File: config.mk
export PLATFORM = sky130hd
export DESIGN_NAME = id_ex_stage
export DESIGN_NICKNAME = d
export VERILOG_FILES = /design/src/rtl/pipeline_pkg.sv /design/src/rtl/hazard_detect.sv /design/src/rtl/id_ex_stage.sv
export SDC_FILE = /design/constraint.sdc
export NUM_CORES = 1
export LEC_CHECK = 0
export CAP_MARGIN = 20
export CORE_MARGIN = 3
export CORE_UTILIZATION = 25
export DETAILED_ROUTE_END_ITERATION = 6
export MAX_ROUTING_LAYER = met4
export RECOVER_POWER = 25
export SYNTH_ARGS = -nofsm -noshare
export SYNTH_HDL_FRONTEND = slang
export SYNTH_SLANG_ARGS = --single-unit
File: constraint.sdc
create_clock -name clk -period 1.85 [get_ports clk]
set_input_delay 0.37 -clock clk [delete_from_list [all_inputs] [get_ports clk]]
set_output_delay 0.37 -clock clk [all_outputs]
set_load 0.02 [all_outputs]
File: src/rtl/pipeline_pkg.sv
// Shared pipeline constants for the 5-stage RV32I core: datapath width,
// bubble encodings of the control bundles and the control-bit indices.
package pipeline_pkg;
  localparam int XLEN = 32;

  localparam logic [1:0] WB_NOP  = 2'b00;
  localparam logic [1:0] MEM_NOP = 2'b00;
  localparam logic [3:0] EX_NOP  = 4'b0000;

  localparam int WB_REGWRITE = 1;
  localparam int MEM_MEMREAD = 1;
endpackage

File: src/rtl/hazard_detect.sv
// Combinational load-use detector: the load in ID/EX writes a register that
// the instruction in IF/ID actually reads. x0 never creates a dependency.
module hazard_detect (
  input  logic       ex_memread_i,
  input  logic [4:0] ex_rd_i,
  input  logic [4:0] id_rs1_i,
  input  logic [4:0] id_rs2_i,
  input  logic       id_uses_rs1_i,
  input  logic       id_uses_rs2_i,
  output logic       load_use_o
);
  logic rs1_hit, rs2_hit;

  assign rs1_hit    = id_uses_rs1_i && (ex_rd_i == id_rs1_i);
  assign rs2_hit    = id_uses_rs2_i && (ex_rd_i == id_rs2_i);
  assign load_use_o = ex_memread_i && (ex_rd_i != 5'd0) && (rs1_hit || rs2_hit);
endmodule

File: src/rtl/id_ex_stage.sv
// ID/EX pipeline register with load-use bubble insertion, branch flush that
// survives a global hold, and saturating stall/flush event counters.
module id_ex_stage #(
  parameter int XLEN  = pipeline_pkg::XLEN,
  parameter int CNT_W = 16
) (
  input  logic             clk,
  input  logic             rst_n,
  input  logic [4:0]       IF_ID_rs1_addr,
  input  logic [4:0]       IF_ID_rs2_addr,
  input  logic [4:0]       IF_ID_rd,
  input  logic             IF_ID_uses_rs1,
  input  logic             IF_ID_uses_rs2,
  input  logic [XLEN-1:0]  IF_ID_pc,
  input  logic [XLEN-1:0]  IF_ID_imm,
  input  logic [XLEN-1:0]  IF_ID_rs1_data,
  input  logic [XLEN-1:0]  IF_ID_rs2_data,
  input  logic [1:0]       IF_ID_wb,
  input  logic [1:0]       IF_ID_mem,
  input  logic [3:0]       IF_ID_ex,
  input  logic             branch_taken,
  input  logic             hold,
  output logic [4:0]       ID_EX_rs1_addr,
  output logic [4:0]       ID_EX_rs2_addr,
  output logic [4:0]       ID_EX_rd,
  output logic [XLEN-1:0]  ID_EX_pc,
  output logic [XLEN-1:0]  ID_EX_imm,
  output logic [XLEN-1:0]  ID_EX_rs1_data,
  output logic [XLEN-1:0]  ID_EX_rs2_data,
  output logic [1:0]       ID_EX_wb,
  output logic [1:0]       ID_EX_mem,
  output logic [3:0]       ID_EX_ex,
  output logic             pc_write,
  output logic             if_id_write,
  output logic             if_id_flush,
  output logic [CNT_W-1:0] stall_cnt,
  output logic [CNT_W-1:0] flush_cnt
);
  import pipeline_pkg::*;

  logic [4:0]       rs1_addr_q, rs1_addr_d, rs2_addr_q, rs2_addr_d, rd_q, rd_d;
  logic [XLEN-1:0]  pc_q, pc_d, imm_q, imm_d, rs1_data_q, rs1_data_d, rs2_data_q, rs2_data_d;
  logic [1:0]       wb_q, wb_d, mem_q, mem_d;
  logic [3:0]       ex_q, ex_d;
  logic             flush_pend_q, flush_pend_d;
  logic [CNT_W-1:0] stall_cnt_q, stall_cnt_d, flush_cnt_q, flush_cnt_d;
  logic             load_use, flush_eff;

  hazard_detect u_hazard (
    .ex_memread_i  (mem_q[MEM_MEMREAD]),
    .ex_rd_i       (rd_q),
    .id_rs1_i      (IF_ID_rs1_addr),
    .id_rs2_i      (IF_ID_rs2_addr),
    .id_uses_rs1_i (IF_ID_uses_rs1),
    .id_uses_rs2_i (IF_ID_uses_rs2),
    .load_use_o    (load_use)
  );

  // A branch seen during hold is parked in flush_pend until the first free edge.
  assign flush_eff   = branch_taken | flush_pend_q;
  assign pc_write    = !hold && !(load_use && !flush_eff);
  assign if_id_write = pc_write;
  assign if_id_flush = flush_eff && !hold;

  always_comb begin
    rs1_addr_d   = rs1_addr_q;
    rs2_addr_d   = rs2_addr_q;
    rd_d         = rd_q;
    pc_d         = pc_q;
    imm_d        = imm_q;
    rs1_data_d   = rs1_data_q;
    rs2_data_d   = rs2_data_q;
    wb_d         = wb_q;
    mem_d        = mem_q;
    ex_d         = ex_q;
    flush_pend_d = flush_pend_q;
    stall_cnt_d  = stall_cnt_q;
    flush_cnt_d  = flush_cnt_q;
    if (hold) begin
      flush_pend_d = flush_pend_q | branch_taken;
    end else if (flush_eff || load_use) begin
      rs1_addr_d = 5'd0;
      rs2_addr_d = 5'd0;
      rd_d       = 5'd0;
      pc_d       = '0;
      imm_d      = '0;
      rs1_data_d = '0;
      rs2_data_d = '0;
      wb_d       = WB_NOP;
      mem_d      = MEM_NOP;
      ex_d       = EX_NOP;
      // The flush wins: a coincident stalled instruction is wrong-path anyway.
      if (flush_eff) begin
        flush_pend_d = 1'b0;
        if (flush_cnt_q != '1) flush_cnt_d = flush_cnt_q + CNT_W'(1);
      end else begin
        if (stall_cnt_q != '1) stall_cnt_d = stall_cnt_q + CNT_W'(1);
      end
    end else begin
      rs1_addr_d = IF_ID_rs1_addr;
      rs2_addr_d = IF_ID_rs2_addr;
      rd_d       = IF_ID_rd;
      pc_d       = IF_ID_pc;
      imm_d      = IF_ID_imm;
      rs1_data_d = IF_ID_rs1_data;
      rs2_data_d = IF_ID_rs2_data;
      wb_d       = IF_ID_wb;
      mem_d      = IF_ID_mem;
      ex_d       = IF_ID_ex;
    end
  end

  always_ff @(posedge clk or negedge rst_n) begin
    if (!rst_n) begin
      rs1_addr_q   <= 5'd0;
      rs2_addr_q   <= 5'd0;
      rd_q         <= 5'd0;
      pc_q         <= '0;
      imm_q        <= '0;
      rs1_data_q   <= '0;
      rs2_data_q   <= '0;
      wb_q         <= WB_NOP;
      mem_q        <= MEM_NOP;
      ex_q         <= EX_NOP;
      flush_pend_q <= 1'b0;
      stall_cnt_q  <= '0;
      flush_cnt_q  <= '0;
    end else begin
      rs1_addr_q   <= rs1_addr_d;
      rs2_addr_q   <= rs2_addr_d;
      rd_q         <= rd_d;
      pc_q         <= pc_d;
      imm_q        <= imm_d;
      rs1_data_q   <= rs1_data_d;
      rs2_data_q   <= rs2_data_d;
      wb_q         <= wb_d;
      mem_q        <= mem_d;
      ex_q         <= ex_d;
      flush_pend_q <= flush_pend_d;
      stall_cnt_q  <= stall_cnt_d;
      flush_cnt_q  <= flush_cnt_d;
    end
  end

  assign ID_EX_rs1_addr = rs1_addr_q;
  assign ID_EX_rs2_addr = rs2_addr_q;
  assign ID_EX_rd       = rd_q;
  assign ID_EX_pc       = pc_q;
  assign ID_EX_imm      = imm_q;
  assign ID_EX_rs1_data = rs1_data_q;
  assign ID_EX_rs2_data = rs2_data_q;
  assign ID_EX_wb       = wb_q;
  assign ID_EX_mem      = mem_q;
  assign ID_EX_ex       = ex_q;
  assign stall_cnt      = stall_cnt_q;
  assign flush_cnt      = flush_cnt_q;
endmodule

**After elaboration in Yosys (flattened, before gate mapping)**

Index checks and enable logic that the tools add are counted.

- Register bits: 184
- Bits of input ports: 157
- Output and inout bits: 186
- Word-level logic and storage cells: 53

- $add $sub $neg: 2
- Equal/unequal tests: 4
- Multiplexer cells: 13
- Bitwise logic cells: 3
- Reduce and logical (&&, ||, !) cells: 18

Operators by type and width:

| operator | count |
|---|---|
| $mux W32 | 4 |
| $add A16 B1 Y16 const B | 2 |
| $ne A16 B16 Y1 const B | 2 |
| $mux W5 | 3 |
| $eq A5 B5 Y1 | 2 |
| $reduce_and A4 Y1 | 2 |
| $logic_and A1 B1 Y1 | 7 |
| $reduce_bool A5 Y1 | 1 |
| $mux W2 | 2 |
| $mux W4 | 1 |
| $reduce_bool A2 Y1 | 2 |
| $logic_not A1 Y1 | 3 |
| $mux W1 | 3 |
| $logic_or A1 B1 Y1 | 2 |
| $not A1 Y1 | 2 |
| $reduce_and A2 Y1 | 1 |
| $or A1 B1 Y1 | 1 |

**Depth between registers and ports, before layout**

Gate-level depths: netlist of run 1.

- Depth after elaboration: 7
- Depth in mapped cells: 7
- Mapped depth without buffers: 6

**Hierarchy**

Synthesis of run 1 repeated with hierarchy kept, for this count alone.

- Cell total of the unflattened synthesis: 827
- Area, all modules: 7696.1 um^2

Modules (own cells, without submodules):

| module | times used | cells each | area each (um^2) | seq. area each (um^2) |
|---|---|---|---|---|
| id_ex_stage | 1 | 810 | 7562.3 | 4604.4 |
| hazard_detect | 1 | 17 | 133.9 | 0.0 |

**Worst setup path before layout of run 1**

Ideal clock, no wire load.

- Kind: reg-to-output
- Start: reg rd_q[1] (netlist: ID_EX_rd[1])
- End: out pc_write
- Data arrival time: 2.141 ns
- Required time: 1.480 ns
- Path slack: -0.661 ns
- Stages on the path, launching flop included: 6
- Path buffers: 2
- Cell sequence: dfrtp_1 or4_1 o21a_1 clkbuf_1 a31oi_1 buf_4

- Cells in the longest elaborated chain, start to end: 7
- Elaborated cells on any way between the ends: 11
- Those cells by class: eq/ne: 2; reduce/logical: 9

RTL lines:

| item | line | text |
|---|---|---|
| from (decl) | id_ex_stage.sv:41 | `logic [4:0] rs1_addr_q, rs1_addr_d, rs2_addr_q, rs2_addr_d, rd_q, rd_d;` |
| from (signal assigned) | id_ex_stage.sv:131 | `rd_q <= rd_d;` |
| $eq A5 B5 Y1, on equally long branches | hazard_detect.sv:14, hazard_detect.sv:15 |  |
| $logic_and A1 B1 Y1, on equally long branches | hazard_detect.sv:14, hazard_detect.sv:15 |  |
| $logic_or A1 B1 Y1 | hazard_detect.sv:16 | `assign load_use_o = ex_memread_i && (ex_rd_i != 5'd0) && (rs1_hit \|\| rs2_hit);` |
| $logic_and A1 B1 Y1 (*) | hazard_detect.sv:16 |  |
| $logic_and A1 B1 Y1 (*) | id_ex_stage.sv:61 | `assign pc_write = !hold && !(load_use && !flush_eff);` |
| $logic_not A1 Y1 (*) | id_ex_stage.sv:61 |  |
| $logic_and A1 B1 Y1 (*) | id_ex_stage.sv:61 |  |
| to (decl) | id_ex_stage.sv:33 | `output logic pc_write,` |

Every way passes the cells marked *; elsewhere a longest branch is shown, timed or not.

**Final worst setup path of run 1**

- Start: reg rd_q[4] (netlist: ID_EX_rd[4])
- End: out if_id_write

- Cells in the longest elaborated chain, start to end: 7
- Elaborated cells on any way between the ends: 11
- Those cells by class: eq/ne: 2; reduce/logical: 9

RTL lines:

| item | line | text |
|---|---|---|
| $eq A5 B5 Y1, on equally long branches | hazard_detect.sv:14, hazard_detect.sv:15 |  |
| $logic_and A1 B1 Y1, on equally long branches | hazard_detect.sv:14, hazard_detect.sv:15 |  |
| $logic_or A1 B1 Y1 | hazard_detect.sv:16 |  |
| $logic_and A1 B1 Y1 (*) | hazard_detect.sv:16 |  |
| $logic_and A1 B1 Y1 (*) | id_ex_stage.sv:61 |  |
| $logic_not A1 Y1 (*) | id_ex_stage.sv:61 |  |
| $logic_and A1 B1 Y1 (*) | id_ex_stage.sv:61 |  |
| to (decl) | id_ex_stage.sv:34 | `output logic if_id_write,` |

Marks and branches as above.

==> results of run 1 <==
## final cells by class
cell class	instances	area, um2	share of cell area
Timing Repair Buffer	450	4730	0.370
Sequential cell	184	4610	0.360
Multi-Input combinational cell	285	2380	0.186
Tap cell	372	465	0.0364
Clock buffer	19	453	0.0354
Clock inverter	13	158	0.0123
Inverter	1	3.75	0.000293
Antenna cell	1	2.50	0.000195
## per-stage QoR
step,instances,utilization
6_report,1325,0.470
4_1_cts,1320,0.468
2_1_floorplan,508,-
3_3_place_gp,1242,0.413
3_5_place_dp,1242,0.413
5_1_grt,1325,0.470
## Yosys cell counts
master | instances | area [um2]
or2_2 | 2 | 12.5
ha_1 | 2 | 25.0
nand3_1 | 15 | 75.1
inv_1 | 1 | 3.75
a41oi_1 | 1 | 8.76
a31oi_1 | 2 | 12.5
or3_1 | 1 | 6.26
o21ba_2 | 1 | 10.0
o21a_1 | 2 | 15.0
nor2b_1 | 3 | 18.8
nor2_1 | 14 | 52.6
a22o_1 | 151 | 1320
o22ai_1 | 1 | 6.26
nor4_1 | 4 | 25.0
nor4b_1 | 2 | 17.5
and3_1 | 5 | 31.3
or4_1 | 1 | 7.51
buf_2 | 6 | 30.0
a21oi_1 | 2 | 10.0
mux2_2 | 2 | 22.5
nand2_1 | 8 | 30.0
buf_4 | 12 | 90.1
and4_1 | 4 | 35.0
nor3_1 | 5 | 25.0
xor2_1 | 7 | 61.3
clkbuf_1 | 20 | 75.1
o21ai_0 | 2 | 10.0
xnor2_1 | 29 | 254
dfrtp_1 | 184 | 4600
a21oi_2 | 1 | 8.76
nand4_1 | 18 | 113
## repair_timing
| item | 4_1_cts | 5_1_grt |
|---|---|---|
| endpoints found under the setup margin | 208 | 188 |
| pin swaps | 19 | 32 |
| hold endpoints to repair | 40 | 0 |
| gates cloned | 18 | 2 |
| buffers inserted | 27 | 15 |
| hold buffers | 1 | 0 |
| resized for setup | 115 | 55 |
## logic make-up after synthesis
group           after synthesis  share of synthesized area
buf+inv                      39                     0.0283
xor+xnor                     36                     0.0449
compound gates              163                      0.200
mux                           2                    0.00321
simple gates                 82                     0.0640
flops                       184                      0.656
fa+ha+maj                     2                    0.00356
## power by group through the flow
stage	combinational [mW]	clock, mW	sequential (mW)
after floorplan	0.506	0	5.00
final	2.43	3.77	4.54
after CTS	2.47	3.91	4.54
after detailed placement	2.25	0	4.61
after global routing	2.58	4.08	4.59
after global placement	2.24	0	4.61
## state kept, by name (all words and copies together), names as in the netlist
signal	count
ID_EX_rs2_data	32
ID_EX_rs2_addr	5
stall_cnt	16
flush_cnt	16
ID_EX_rs1_addr	5
ID_EX_wb	2
ID_EX_rd	5
ID_EX_pc	32
ID_EX_rs1_data	32
ID_EX_imm	32
ID_EX_mem	2
flush_pend_q	1
ID_EX_ex	4
## per-layer routing
layer / vias to the layer above / share of wire / routed length [um]
li1: 2805 / - / -
met1: 3034 / 0.42 / 11300
met2: 219 / 0.51 / 13500
met3: 33 / 0.052 / 1400
met4: 0 / 0.019 / 504
met5: - / 0 / 0
## worst reg2reg max path, cell delays in order, from the launching register on
cell and delay [ns]:
dfrtp_1 0.41, buf_6 0.15, xnor2_2 0.13, nand4_1 0.14
o22ai_2 0.26, buf_6 0.16, buf_12 0.10, a21oi_4 0.07
buf_6 0.13, buf_12 0.14, buf_8 0.14, buf_16 0.13
a22o_1 0.17
## worst paths after layout
kind | start | endpoint | slack, ns | cells past startpoint
max | ID_EX_rd[4] | if_id_write | -0.48 | 5
min | stall_cnt[15] | stall_cnt[15] | 0.50 | 1
max reg2reg | ID_EX_rd[3] | ID_EX_pc[8] | -0.37 | 12
min reg2reg | stall_cnt[15] | stall_cnt[15] | 0.50 | 1
max in group asynchronous | rst_n | ID_EX_rs2_data[24] | 0.22 | 3
min in group asynchronous | rst_n | flush_cnt[9] | 0.61 | 2
==> impl_metrics.toml, run 1 <==
[worst_setup_path]
worstPathRequired_ns = 1.48
cp_top_family = "simple AND/OR/NAND/NOR gates"
path_buf_inv = 2
path_cells = "buf_4 > or4_4 > o21a_4 > a31oi_4 > buf_6"
critPathLaunchType = "register"
end_kind = "primary output"
worstPathArrival_ns = 1.96
cpPeakStageDelay_ns = 0.43
worstPathMaxFanout = 2
criticalPathCategory = "reg2out"
slowest_stage = "or4_4"

[pwr]
total_power_mw = 10.7
internal_power_mw = 7.64
irDropWorstVdd_mv = 0.547
p_clk_frac = 0.351
seqPwrFrac = 0.423
p_leak_nw = 5.98
switchingPower_mw = 3.10
swShare = 0.288
combPwrFrac = 0.226
p_per_area_nw_per_um2 = 839

[synthesis]
synth_nets = 667
synth-seq-cells = 184
syn_area_per_cell_um2 = 13.8
synthCells = 508
seq_area_frac_synth = 0.656
synth_cell_type_count = 31
syn_area_um2 = 7020
yosysWarningCount = 0

[clock_network]
path_clk_slew_ns = 0.08
cts_tree = "done"
cts_sinks = 184
clk_path_buf_depth = 2
cts_made_buffers = 17
insertion_delay_ns = 0.43
cts_root_buf = "clkbuf_16"
h-tree-depth = 4

[global_routing]
grt_pass1_wl_um = 40900
met2_usage = 0.293
grt_use_met3 = 0.0339
grt.busiest_layer = "met2"
grt_pass1_vias = 6635
grt_use_total = 0.180
gr-usage-met1 = 0.226
grt_max_degree = 59
antenna_found_initial = 1
grt-ovfl-total = 0

[floorplan]
start_util = 0.258
rows = 60
die_y_um = 174
die_w_um = 174
pin_count = 343
coreArea_um2 = 27300
die_area_um2 = 30100

[placement]
io_buffer_count = 342
routabilityCongestion = 0.786
placed_area_um2 = 11200
place_ws_ns = -0.844
dp_hpwl_um = 17300

[detailed_routing]
dr_total_vias = 6091
via_per_inst = 4.60
wl_per_cell_um = 20.1
wl_um = 26700
drt_iter0_drc = 308
drt.antenna.violating_nets = 0
drc = 0
firstDrtPassIters = 4

[timing]
fmax_ghz = 0.430
finClkSkew_ns = 0.0134
fin_ws_ns = -0.476
rsz0062_at_grt = "yes"
relSlewSlack = 0.496
slew_viol_final = 0
finalCritPeriodShare = 1.26
setup_violations = 169
tns_ns = -41.27
finalCriticalPeriod_ns = 2.33
hold_viol_final = 0
tightest_slew_ns = 0.756
whs_ns = 0.503

[worst_hold_path]
hold_class = "reg2reg"

[layout]
most-common-layout-cells = "clkdlybuf4s50_1, dfrtp_1, a22o_1"
final_common_cell = "clkdlybuf4s50_1"
finalInstanceArea_um2 = 12800
n_fill_cell = 2448
nets = 1098
drive_gt1_frac = 0.176
syn2layout_area_growth_pct = 82.4

[job]
drv_cap = 0

[run_status]
violations = "setup timing"
status = "complete, but fails checks"
Power figures use the tool's default switching activity.
==> run 2: changes to the inputs <==
- CORE_MARGIN: 3 -> unset
- SLEW_MARGIN: unset -> 20
- SYNTH_HIERARCHICAL: unset -> 1
==> run 2 against run 1 <==
Effect of this change:
- the flow still finishes with violations (setup timing)
- combinational power up 5%
- final cell count up 22%
- non-clock buffer count down 27
- fmax down 7.1%
==> impl_metrics.toml, run 2 <==
[run_status]
status = "complete, but fails checks"
violations = "setup timing"

[synthesis]
yosys.area.top_type = "dfrtp_1"
synthCells = 827
synth_most_common_cell = "nand2_1"
synth-edff-count = 0
seq_area_frac_synth = 0.598
synth_common_cells = "nand2_1, dfrtp_1, o21ai_0, clkbuf_1, xor2_1"
synth.top_cells.by_area = "dfrtp_1, nand2_1, o21ai_0"
synth_top_area_frac = 0.598
synth_cell_type_count = 40
syn_area_per_cell_um2 = 9.31
syn_area_um2 = 7700
synth_nets = 986
yosys_most_used_dff = "dfrtp_1"
synth-seq-cells = 184
yosysWarningCount = 6
async_flop_share = 1.00

[pwr]
p_leak_nw = 5.79
irDropWorstVdd_mv = 0.494
p_per_area_nw_per_um2 = 839

[timing]
rsz0062_at_grt = "yes"
finalCriticalPeriod_ns = 2.50
tns_ns = -82.83
slew_viol_final = 0
relSlewSlack = 0.101
hold_viol_final = 0
fin_ws_ns = -0.654
finalCritPeriodShare = 1.35
setup_violations = 174
tightest_slew_ns = 1.35
finClkSkew_ns = 0.0118
fmax_ghz = 0.399

[floorplan]
pin_count = 343
coreArea_um2 = 30000
die_w_um = 177
rows = 63
start_util = 0.257
die_area_um2 = 31500
die_y_um = 177

[worst_setup_path]
endpoint = "pc_write"
r2r_cells = 10
worstPathMaxFanout = 5
end_kind = "primary output"
r2r-start = "ID_EX_rd[3]"
worstPathRequired_ns = 1.48
critPathLaunchType = "register"
regToRegEndpoint = "stall_cnt[1]"
worstPathArrival_ns = 2.13
reg2reg_slack_ns = -0.57
crit_start = "ID_EX_rd[3]"
criticalPathCategory = "reg2out"

[clock_network]
cts_root_buf = "clkbuf_16"
insertion_delay_ns = 0.43
h-tree-depth = 4
cts_made_buffers = 17
clk_path_buf_depth = 2
cts_tree = "done"
cts_sinks = 184
path_clk_slew_ns = 0.08

[detailed_routing]
drc = 0
wl_per_cell_um = 16.8
drt_iter0_drc = 427
firstDrtPassIters = 4
wl_um = 27300
drt.antenna.violating_nets = 0
dr_total_vias = 7229
via_per_inst = 4.46

[global_routing]
grt_max_degree = 137
grt.busiest_layer = "met2"
grt_use_total = 0.159
antenna_found_initial = 2
met2_usage = 0.250
grt_pass1_wl_um = 37500
gr-usage-met1 = 0.194
grt-ovfl-total = 0
grt_use_met3 = 0.0523
grt_pass1_vias = 6850

[layout]
nets = 1376
most-common-layout-cells = "clkdlybuf4s50_1, nand2_1, dfrtp_1"
fin_util = 0.446
finalInstanceArea_um2 = 13400
final_common_cell = "clkdlybuf4s50_1"
drive_gt1_frac = 0.152
syn2layout_area_growth_pct = 73.7
n_fill_cell = 2852
fin_cells = 1621

[placement]
dp_hpwl_um = 17100
io_buffer_count = 342
placed_area_um2 = 11900
routabilityCongestion = 0.788
dp.cells = 1555

[worst_hold_path]
hold_class = "in2reg"

[job]
drv_cap = 0
run 2: changes by cell type after synthesis, moves of 11 or more:
cell      before  now
nand2_1        8  313
buf_4         12    1
o21ai_0        2  153
clkbuf_1      20   35
a22o_1       151    0
xnor2_1       29    4
xor2_1         7   32
run 2: timing repair:
action | 4_1_cts | 5_1_grt
gates resized for setup | 47 | 162
setup buffers | 0 | 15
cloned | 1 | 17
hold buffers | 1 | 0
setup endpoints to repair | 210 | 208
endpoints found under the hold margin | 37 | 0
pin swaps | 7 | 15
run 2: area by class of cell:
class,count,area [um2],share of cell area
timing repair buffer,423,4460,0.334
multi-input combinational,589,3140,0.235
tap,390,488,0.0365
antenna,2,5.00,0.000374
clock inverter,13,216,0.0162
clock buffer,18,429,0.0321
sequential,184,4610,0.345
inverter,2,7.51,0.000562
run 2: stage by stage:
stage / hold WS [ns] / total power, mW / setup WS [ns]
global route: 0.456 / 11.7 / -0.776
CTS: 0.437 / 11.1 / -0.574
finish: 0.466 / 11.2 / -0.654
floorplan: 0.0744 / 5.57 / -0.371
detailed placement: 0.365 / 6.94 / -0.972
global placement: 0.363 / 6.92 / -0.898
run 2: cells by family (layout without fill, tap and decap cells):
group           count (synthesis)  after routing  share of synthesized area
compound gates                162            162                      0.107
simple gates                  385            385                      0.214
mux                             4              4                    0.00569
xor+xnor                       36             36                     0.0410
other cells                     0              2                          0
fa+ha+maj                       2              2                    0.00325
buf+inv                        54            456                     0.0302
flops                         184            184                      0.598
run 2: per-layer routing:
layer | wire length [um] | vias to the layer above
met3 | 2110 | 18
met4 | 244 | 0
met5 | 0 | -
met2 | 13500 | 252
li1 | - | 3529
met1 | 11400 | 3430
run 2: worst max-delay path: stages (launching register included):
cell	delay [ns]
dfrtp_2	0.45
buf_4	0.15
or4_4	0.42
o21ai_4	0.17
a21oi_2	0.06
buf_4	0.14
a21oi_4	0.15
buf_6	0.14
run 2: worst min-delay path by stage:
| stage | startpoint | cells after the start | end | slack [ns] |
|---|---|---|---|---|
| 2_1_floorplan | rst_n | 0 | ID_EX_ex[0] | 0.07 |
| 3_3_place_gp | rst_n | 1 | ID_EX_imm[6] | 0.36 |
| 3_5_place_dp | rst_n | 1 | ID_EX_imm[6] | 0.37 |
| 4_1_cts | hold | 4 | ID_EX_ex[1] | 0.44 |
| 5_1_grt | IF_ID_rs1_data[5] | 3 | ID_EX_rs1_data[5] | 0.46 |
| 6_report | IF_ID_rs2_data[25] | 3 | ID_EX_rs2_data[25] | 0.47 |
run 2: power breakdown:
group	leakage, nW	internal [mW]	switching, mW
logic	3.05	1.28	1.26
clock network	0.309	2.41	1.69
registers	2.43	4.35	0.226
